[src/rtl/aes_128_pkg.sv]
// Shared types and default constants for the AES-128 core arbiter.
package aes_128_pkg;

    localparam int AES_BLOCK_W     = 128;
    localparam int N_REQ_DEFAULT   = 2;
    localparam int TIMEOUT_DEFAULT = 32;

    typedef enum logic [1:0] {
        IDLE,
        ISSUE,
        WAIT,
        RESP
    } arb_state_t;

endpackage

[src/rtl/rr_arbiter.sv]
// Round-robin port selection.
// The search starts one past last_grant and wraps modulo N.
module rr_arbiter #(
    parameter  int N     = 2,
    localparam int IDX_W = $clog2(N)
) (
    input  logic [N-1:0]     req,
    input  logic [IDX_W-1:0] last_grant,
    output logic [IDX_W-1:0] grant_idx,
    output logic             any_grant
);

    logic [IDX_W:0] cand;

    always_comb begin
        // NOTE: every always_comb output gets a default first so no path can infer a latch.
        grant_idx = '0;
        any_grant = 1'b0;
        cand      = '0;
        for (int off = 1; off <= N; off++) begin
            cand = {1'b0, last_grant} + (IDX_W+1)'(off);
            if (cand >= (IDX_W+1)'(N)) begin
                cand = cand - (IDX_W+1)'(N);
            end
            if (!any_grant && req[cand[IDX_W-1:0]]) begin
                grant_idx = cand[IDX_W-1:0];
                any_grant = 1'b1;
            end
        end
    end

endmodule

[src/rtl/aes_128_arbiter.sv]
// Shares one multicycle AES-128 core among N_REQ requesters, one job at a time.
// Includes a watchdog that answers with rsp_err when the core never completes.
module aes_128_arbiter
    import aes_128_pkg::*;
#(
    parameter  int N_REQ   = N_REQ_DEFAULT,
    parameter  int TIMEOUT = TIMEOUT_DEFAULT,
    localparam int ID_W    = $clog2(N_REQ),
    localparam int WD_W    = $clog2(TIMEOUT)
) (
    input  logic                                clk,
    input  logic                                rst,
    input  logic [N_REQ-1:0]                    req_valid,
    output logic [N_REQ-1:0]                    req_ready,
    input  logic [N_REQ-1:0][AES_BLOCK_W-1:0]   req_data,
    input  logic [N_REQ-1:0][AES_BLOCK_W-1:0]   req_key,
    output logic                                rsp_valid,
    input  logic                                rsp_ready,
    output logic [AES_BLOCK_W-1:0]              rsp_data,
    output logic [ID_W-1:0]                     rsp_id,
    output logic                                rsp_err,
    output logic [AES_BLOCK_W-1:0]              core_in_bus,
    output logic [AES_BLOCK_W-1:0]              core_key,
    input  logic [AES_BLOCK_W-1:0]              core_out_bus,
    input  logic                                core_valid_ready,
    output logic                                busy
);

    arb_state_t             state, state_next;
    logic [ID_W-1:0]        last_grant, hold_id, grant_idx;
    logic [AES_BLOCK_W-1:0] hold_data, hold_key;
    logic [WD_W-1:0]        wd_cnt;
    logic                   seen_low, hold_off, any_grant;
    logic                   grant, done, expired;

    rr_arbiter #(.N(N_REQ)) u_rr (
        .req        (req_valid),
        .last_grant (last_grant),
        .grant_idx  (grant_idx),
        .any_grant  (any_grant)
    );

    // NOTE: rst gates the grant combinationally so req_ready is 0 for the whole reset, not just after an edge.
    assign grant   = (state == IDLE) && !hold_off && any_grant && !rst;
    assign done    = core_valid_ready && seen_low;
    assign expired = (wd_cnt == WD_W'(TIMEOUT - 1));
    assign rsp_id  = hold_id;

    always_ff @(posedge clk or posedge rst) begin
        if (rst) state <= IDLE;
        else     state <= state_next;
    end

    always_comb begin
        state_next  = state;
        req_ready   = '0;
        rsp_valid   = 1'b0;
        busy        = (state != IDLE);
        core_in_bus = '0;
        core_key    = '0;
        case (state)
            IDLE: begin
                if (grant) begin
                    req_ready[grant_idx] = 1'b1;
                    state_next           = ISSUE;
                end
            end
            ISSUE: begin
                core_in_bus = hold_data;
                core_key    = hold_key;
                if (core_valid_ready) state_next = WAIT;
            end
            WAIT: begin
                core_in_bus = hold_data;
                core_key    = hold_key;
                if (done || expired) state_next = RESP;
            end
            RESP: begin
                core_in_bus = hold_data;
                core_key    = hold_key;
                rsp_valid   = 1'b1;
                if (rsp_ready) state_next = IDLE;
            end
            default: state_next = IDLE;
        endcase
    end

    // hold_off blocks the grant in the first IDLE cycle after a response.
    always_ff @(posedge clk or posedge rst) begin
        if (rst) begin
            last_grant <= ID_W'(N_REQ - 1);
            hold_id    <= '0;
            hold_data  <= '0;
            hold_key   <= '0;
            seen_low   <= 1'b0;
            wd_cnt     <= '0;
            rsp_data   <= '0;
            rsp_err    <= 1'b0;
            hold_off   <= 1'b0;
        end else begin
            case (state)
                IDLE: begin
                    hold_off <= 1'b0;
                    if (grant) begin
                        hold_data  <= req_data[grant_idx];
                        hold_key   <= req_key[grant_idx];
                        hold_id    <= grant_idx;
                        last_grant <= grant_idx;
                    end
                end
                ISSUE: begin
                    if (core_valid_ready) begin
                        seen_low <= 1'b0;
                        wd_cnt   <= '0;
                    end
                end
                WAIT: begin
                    if (!core_valid_ready) seen_low <= 1'b1;
                    if (done) begin
                        rsp_data <= core_out_bus;
                        rsp_err  <= 1'b0;
                    end else if (expired) begin
                        rsp_data <= '0;
                        rsp_err  <= 1'b1;
                    end else begin
                        wd_cnt <= wd_cnt + 1'b1;
                    end
                end
                RESP: begin
                    if (rsp_ready) hold_off <= 1'b1;
                end
                default: ;
            endcase
        end
    end

endmodule

[config.mk]
export PLATFORM = sky130hd
export DESIGN_NAME = aes_128_arbiter
export DESIGN_NICKNAME = d
export VERILOG_FILES = /design/src/rtl/aes_128_pkg.sv /design/src/rtl/rr_arbiter.sv /design/src/rtl/aes_128_arbiter.sv
export SDC_FILE = /design/constraint.sdc
export NUM_CORES = 1
export LEC_CHECK = 0
export CORE_AREA = 5 5 403 405
export CTS_CLUSTER_DIAMETER = 100
export DETAILED_ROUTE_END_ITERATION = 10
export DIE_AREA = 0 0 408 410
export PLACE_DENSITY = 0.31
export SLEW_MARGIN = 10
export SYNTH_ARGS = -nofsm -noshare
export SYNTH_HDL_FRONTEND = slang
export SYNTH_SLANG_ARGS = --single-unit
[constraint.sdc]
create_clock -name clk -period 13.4 [get_ports clk]
set_input_delay 1.34 -clock clk [delete_from_list [all_inputs] [get_ports clk]]
set_output_delay 1.34 -clock clk [all_outputs]
set_load 0.1 [all_outputs]
==> qor.txt, run 1 <==
Status: completed
Die area: 167300 µm²
Primary FF master, synth: dfrtp_1
Gr ovfl total: 0
Ys async rst share: 1.000
Final Cycle Share: 0.4572
Top cells by area, synth: dfrtp_1 (57%), a222oi_1 (15%), nor2b_1 (9.3%), a22o_1 (6.5%), inv_1 (5.7%)
Post-detailed-route count of antenna-violating nets: 0
Iteration-0 DRC Markers: 1875
Max frequency: 163.2 MHz
Number of filler instances in the final layout: 17223
Worst-path clk slew: 60 ps
Max stage delay cell, worst path: clkdlybuf4s50_1
Final Max Slew Viols: 0
RSZ-0062 raised after global routing: false
Layout Nets: 3122
Top-level port count: 1036
Largest net degree at the start of global routing: 139
First-pass GRT wire length: 157.0 mm
Fin util: 0.2005
RR Startpoint: state[0]
H-tree Lvls: 2
Rel. slew slack: 0.1353
# Post-CTS Setup Buffers: 0
CTS tree: yes
Worst-path cell chain: inv_1 -> ha_4 -> buf_4 -> buf_4 -> nor2b_1 -> clkdlybuf4s50_1
Clock tree buffer depth: 3
Vert. Die Dim: 410 µm
Root buf cell: clkbuf_16
Post-CTS sizing: 0
WP data arrival: 4790 ps
Hold path startpoint: wd_cnt[3]
Syn. warnings: 0
Fin Setup TNS: 0 ps
Critical path's largest stage delay: 1060 ps
Drt first pass iters: 9
Detailed-route DRC error count: 0
Min Tclk post-route: 6126 ps
Initial Util: 0.1092
CP Data Required Time: 12060 ps
Seq/Total Area, Yosys: 0.5745
Row cnt: 146
Cell accounting for the most synthesized area: dfrtp_1
Layout cells sized above 1: 0.05936
Most frequent CP cell: buf_4
Worst Setup Start Kind: register
WL per Instance: 25.29 µm
Hpwl dp: 88.99 mm
Die W: 408 µm
CP Class: reg -> out
Vias in the first global route: 17999
Worst-margin pin slew: 1293 ps
Synth Register Bits: 396
Final setup fails: 0
Number of hold buffers added after CTS: 0
Synth top area share: 0.5730
Worst-path maximum fanout: 95
Initial antenna violation count: 62
Clk sinks: 396
CTS Buf Count: 59
IO buf count: 1035
Number of library cell types mapped by synthesis: 28
Vias/cell: 3.681
Vias: 16967
Syn Nets: 2146
Hold Path Class: reg -> reg
EDFF count, synth: 0
CP endpoint kind: output port
Worst Setup SP: state[0]
Synth-to-Final Area Change: 83.68%
GR Util All Layers: 0.1319
Core area: 158000 µm²
Max_cap viols: 0
Avg Inst Size Synth: 11.55 µm²
Post-synthesis instance total: 1493
Worst-skew pair later-pin latency: 640 ps
Final Skew: 31.06 ps
Syn Std Cell Area: 17250 µm²
RePlAce Congestion: 0.7589
Final Hold Vio Count: 0
Routed WL: 116.5 mm
[routing by layer]
metal  global-route usage  share of wire  vias up
met5                    0         0.0025        -
li1                     -              -     7504
met2               0.2421           0.52      780
met3              0.06143           0.10      148
met1               0.1365           0.35     8491
met4              0.03035          0.021       44
[state kept, by name (all words and copies together), names as in the netlist]
| register | cells |
|---|---|
| hold_data | 128 |
| hold_key | 128 |
| rsp_data | 128 |
| wd_cnt | 5 |
| state | 2 |
| hold_off | 1 |
| last_grant | 1 |
| rsp_err | 1 |
| rsp_id | 1 |
| seen_low | 1 |
[path summary, 6_finish.rpt]
check,endpoint,slack [ps],cells after the start
max,core_in_bus[35],7270,6
min,wd_cnt[3],480,1
max reg2reg,hold_data[79],8710,9
min reg2reg,wd_cnt[3],480,1
max in group asynchronous,hold_data[38],9370,5
min in group asynchronous,rsp_data[3],1270,2
[synth_stat cells (4+ instances only)]
cell type,count
a21o_1,4
a21oi_1,4
a222oi_1,256
a22o_1,128
and3_1,5
buf_1,4
buf_2,85
buf_6,5
clkbuf_1,46
dfrtp_1,395
ha_1,7
inv_1,261
nor2_1,9
nor2b_1,257
o21ai_0,5
[worst max-delay path: cells and delay by family (launching register included)]
| family | cells | cell delay (ps) |
|---|---|---|
| buffers and inverters | 4 | 2860 |
| DFF | 1 | 400 |
| adders and majority gates | 1 | 520 |
| and+or+nand+nor | 1 | 160 |
[per-stage QoR]
| stage | cell area [µm²] | hold slack, ps | instances | worst slack, ps |
|---|---|---|---|---|
| floorplan | 17250 | 430.9 | 1493 | 1051 |
| global placement | 29690 | 468.3 | 4480 | 7708 |
| detailed placement | 29690 | 465.0 | 4480 | 7697 |
| CTS | 31620 | 473.7 | 4582 | 7096 |
| global route | 31630 | 479.4 | 4587 | 6960 |
| finish | 31690 | 477.5 | 4609 | 7274 |
[final cells by class]
class	count	area [µm²]	area share
timing repair buffer	1058	10490	0.3309
clock inverter	22	251.5	0.007937
antenna	27	67.56	0.002132
sequential	396	9911	0.3128
tap	2072	2592	0.08182
clock buffer	80	1677	0.05291
multi-input combinational	693	5714	0.1803
inverter	261	987.2	0.03116
[placed cells by master (no fill, tap or decap), drive strengths merged]
master	count
clkdlybuf4s50	1012
dfrtp	395
inv	265
nor2b	257
a222oi	256
a22o	128
clkbuf	80
buf	46
diode	27
clkinv	11
nor2	9
ha	7
o21ai	6
and3	5
a21oi	4
a21o	4
bufinv	4
mux2i	3
clkinvlp	3
nand2b	2
nor3b	2
nand2	2
and4	2
nand3	2
mux2	2
and2	1
a211o	1
dfstp	1
[kinds of logic after synthesis]
| group | synth area share |
|---|---|
| AOI/OAI and AO/OA | 0.2189 |
| DFF | 0.5745 |
| and+or+nand+nor | 0.1015 |
| muxes | 0.003046 |
| buffers and inverters | 0.09690 |
| adders and majority gates | 0.005077 |
Power of run 1 is left out: the tool's default activity adds up to more than one toggle a clock period on the data nets, which glitch-free logic cannot reach.
==> run 2: changes to the inputs <==
--- a/config.mk
+++ b/config.mk
@@ -5,11 +5,11 @@
 export SDC_FILE = /design/constraint.sdc
 export NUM_CORES = 1
 export LEC_CHECK = 0
-export CORE_AREA = 5 5 403 405
+export CORE_AREA = 5 5 401 403
 export CTS_CLUSTER_DIAMETER = 100
 export DETAILED_ROUTE_END_ITERATION = 10
-export DIE_AREA = 0 0 408 410
-export PLACE_DENSITY = 0.31
+export DIE_AREA = 0 0 406 408
+export PLACE_DENSITY = 0.32
 export SLEW_MARGIN = 10
 export SYNTH_ARGS = -nofsm -noshare
 export SYNTH_HDL_FRONTEND = slang
==> constraint.sdc (replaced) <==
create_clock -name clk -period 5.4 [get_ports clk]
set_input_delay 0.54 -clock clk [delete_from_list [all_inputs] [get_ports clk]]
set_output_delay 0.54 -clock clk [all_outputs]
set_load 0.1 [all_outputs]
==> run 2 against run 1 <==
Cell area increased by 0.96%; first-iteration DRC count decreased by 9.7%; critical path depth decreased by 1; hold slack got worse by 110 ps; via count decreased by 0.42%; non-clock buffer count increased by 15; final cell count about the same; count of clock-buffer cells in the layout increased by 6; die area decreased by 0.98%; global-route usage about the same; largest cell class unchanged; highest routed layer unchanged.
==> qor.txt, run 2 (synthesis gave the netlist of run 1 again) <==
Detailed-route DRC error count: 0
Number of hold buffers added after CTS: 0
Hpwl dp: 89.67 mm
Drt first pass iters: 8
RR Startpoint: state[0]
Vias in the first global route: 17637
Register-to-Register Path Depth: 8
CP Class: reg -> out
CP Data Required Time: 4860 ps
Number of filler instances in the final layout: 17192
Worst Setup Start Kind: register
RSZ-0062 raised after global routing: false
Gr ovfl total: 0
Min Tclk post-route: 4070 ps
Layout Cells excl Fill: 4613
CTS tree: yes
Worst reg2reg setup slack: 2240 ps
Layout Nets: 3136
Worst-margin pin slew: 1281 ps
CP endpoint kind: output port
Clock tree buffer depth: 3
Worst Setup SP: state[0]
Worst-path cell chain: inv_1 -> ha_4 -> buf_4 -> nor2b_1 -> clkdlybuf4s50_1
Most common cell after layout, fill and taps aside: clkdlybuf4s50_1
Clk sinks: 396
Biggest regs: hold_data (128), hold_key (128), rsp_data (128)
Iteration-0 DRC Markers: 1694
Initial antenna violation count: 36
Status: completed
R2r endpoint: hold_data[36]
Row cnt: 146
Largest net degree at the start of global routing: 129
Worst-path clk slew: 60 ps
Post-CTS sizing: 0
Worst-path maximum fanout: 43
H-tree Lvls: 2
WP data arrival: 3530 ps
Max_cap viols: 0
Placed insts: 4495
Synth-to-Final Area Change: 85.44%
Max frequency: 245.7 MHz
Vias: 16895
GR Util All Layers: 0.1323
Rel. slew slack: 0.1436
Initial Util: 0.1098
Die area: 165600 µm²
Hold Path Class: in -> async
Routed WL: 115.8 mm
Worst-skew pair later-pin latency: 650 ps
Core area: 157100 µm²
Final Hold Vio Count: 0
Max stage delay cell, worst path: clkdlybuf4s50_1
Top-level port count: 1036
Vert. Die Dim: 408 µm
Final setup fails: 0
Vias/cell: 3.662
Final Skew: 19.57 ps
IO buf count: 1035
Root buf cell: clkbuf_16
Critical path's largest stage delay: 980 ps
WL per Instance: 25.11 µm
Die W: 406 µm
Post-detailed-route count of antenna-violating nets: 0
RePlAce Congestion: 0.7768
Layout cells sized above 1: 0.06648
First-pass GRT wire length: 155.3 mm
# Post-CTS Setup Buffers: 0
Most frequent cells in the layout: clkdlybuf4s50_1 (1010), dfrtp_1 (395), inv_1 (260)
Final Cycle Share: 0.7537
CTS Buf Count: 58
Final Max Slew Viols: 0
-- run 2: cell count changes in the layout (fill, tap and decap cells not counted), moves of 6 or more --
| cell | change |
|---|---|
| buf_12 | +12 |
| buf_4 | +6 |
| clkbuf_8 | +8 |
| diode_2 | -13 |
-- run 2: per-layer routing --
layer  track usage  vias up  part of all wire  wire (µm)
li1              -     7528                 -          -
met1        0.1473     8489              0.38      43490
met2        0.2423      695              0.51      59630
met3       0.04623      149             0.087      10090
met4       0.02758       34             0.021       2423
met5             0        -            0.0018        205
-- run 2: per-stage QoR --
step	util	TNS, ps	area, µm²	hold WS, ps	setup WS (ps)
2_1_floorplan	-	-185260	17250	430.9	-469.0
3_3_place_gp	0.1906	0	29950	462.3	1909
3_5_place_dp	0.1906	0	29950	468.9	1911
4_1_cts	0.2034	0	31950	337.6	1153
5_1_grt	0.2035	0	31960	386.1	1120
6_report	0.2036	0	31990	368.4	1330
-- run 2: area by class of cell --
cell class              count  area (µm²)  share of cell area
repair buffers           1073       10750              0.3359
flip-flops and latches    396        9911              0.3098
multi-input cells         693        5714              0.1786
well taps                2072        2592             0.08105
clock buffers              86        1737             0.05429
inverters                 261       983.4             0.03074
clock inverters            18       270.3            0.008449
diodes                     14       35.03            0.001095
-- run 2: how the worst max path moves through the flow --
| stage | end | slack (ps) | cells after the start |
|---|---|---|---|
| final | core_key[12] | 1330 | 5 |
| after global routing | core_key[12] | 1120 | 5 |
| after detailed placement | core_key[12] | 1910 | 5 |
| after CTS | core_key[12] | 1150 | 5 |
| after floorplan | hold_data[0] | -470 | 1 |
| after global placement | core_key[12] | 1910 | 5 |
-- run 2: critical path, delay by kind of cell (launching register included) --
| kind | cells | cell delay (ps) |
|---|---|---|
| adder cells (fa/ha/maj) | 1 | 750 |
| flip-flops | 1 | 400 |
| AND/OR/NAND/NOR | 1 | 110 |
| buffers and inverters | 3 | 1520 |
Power of run 2 is left out for the same reason.
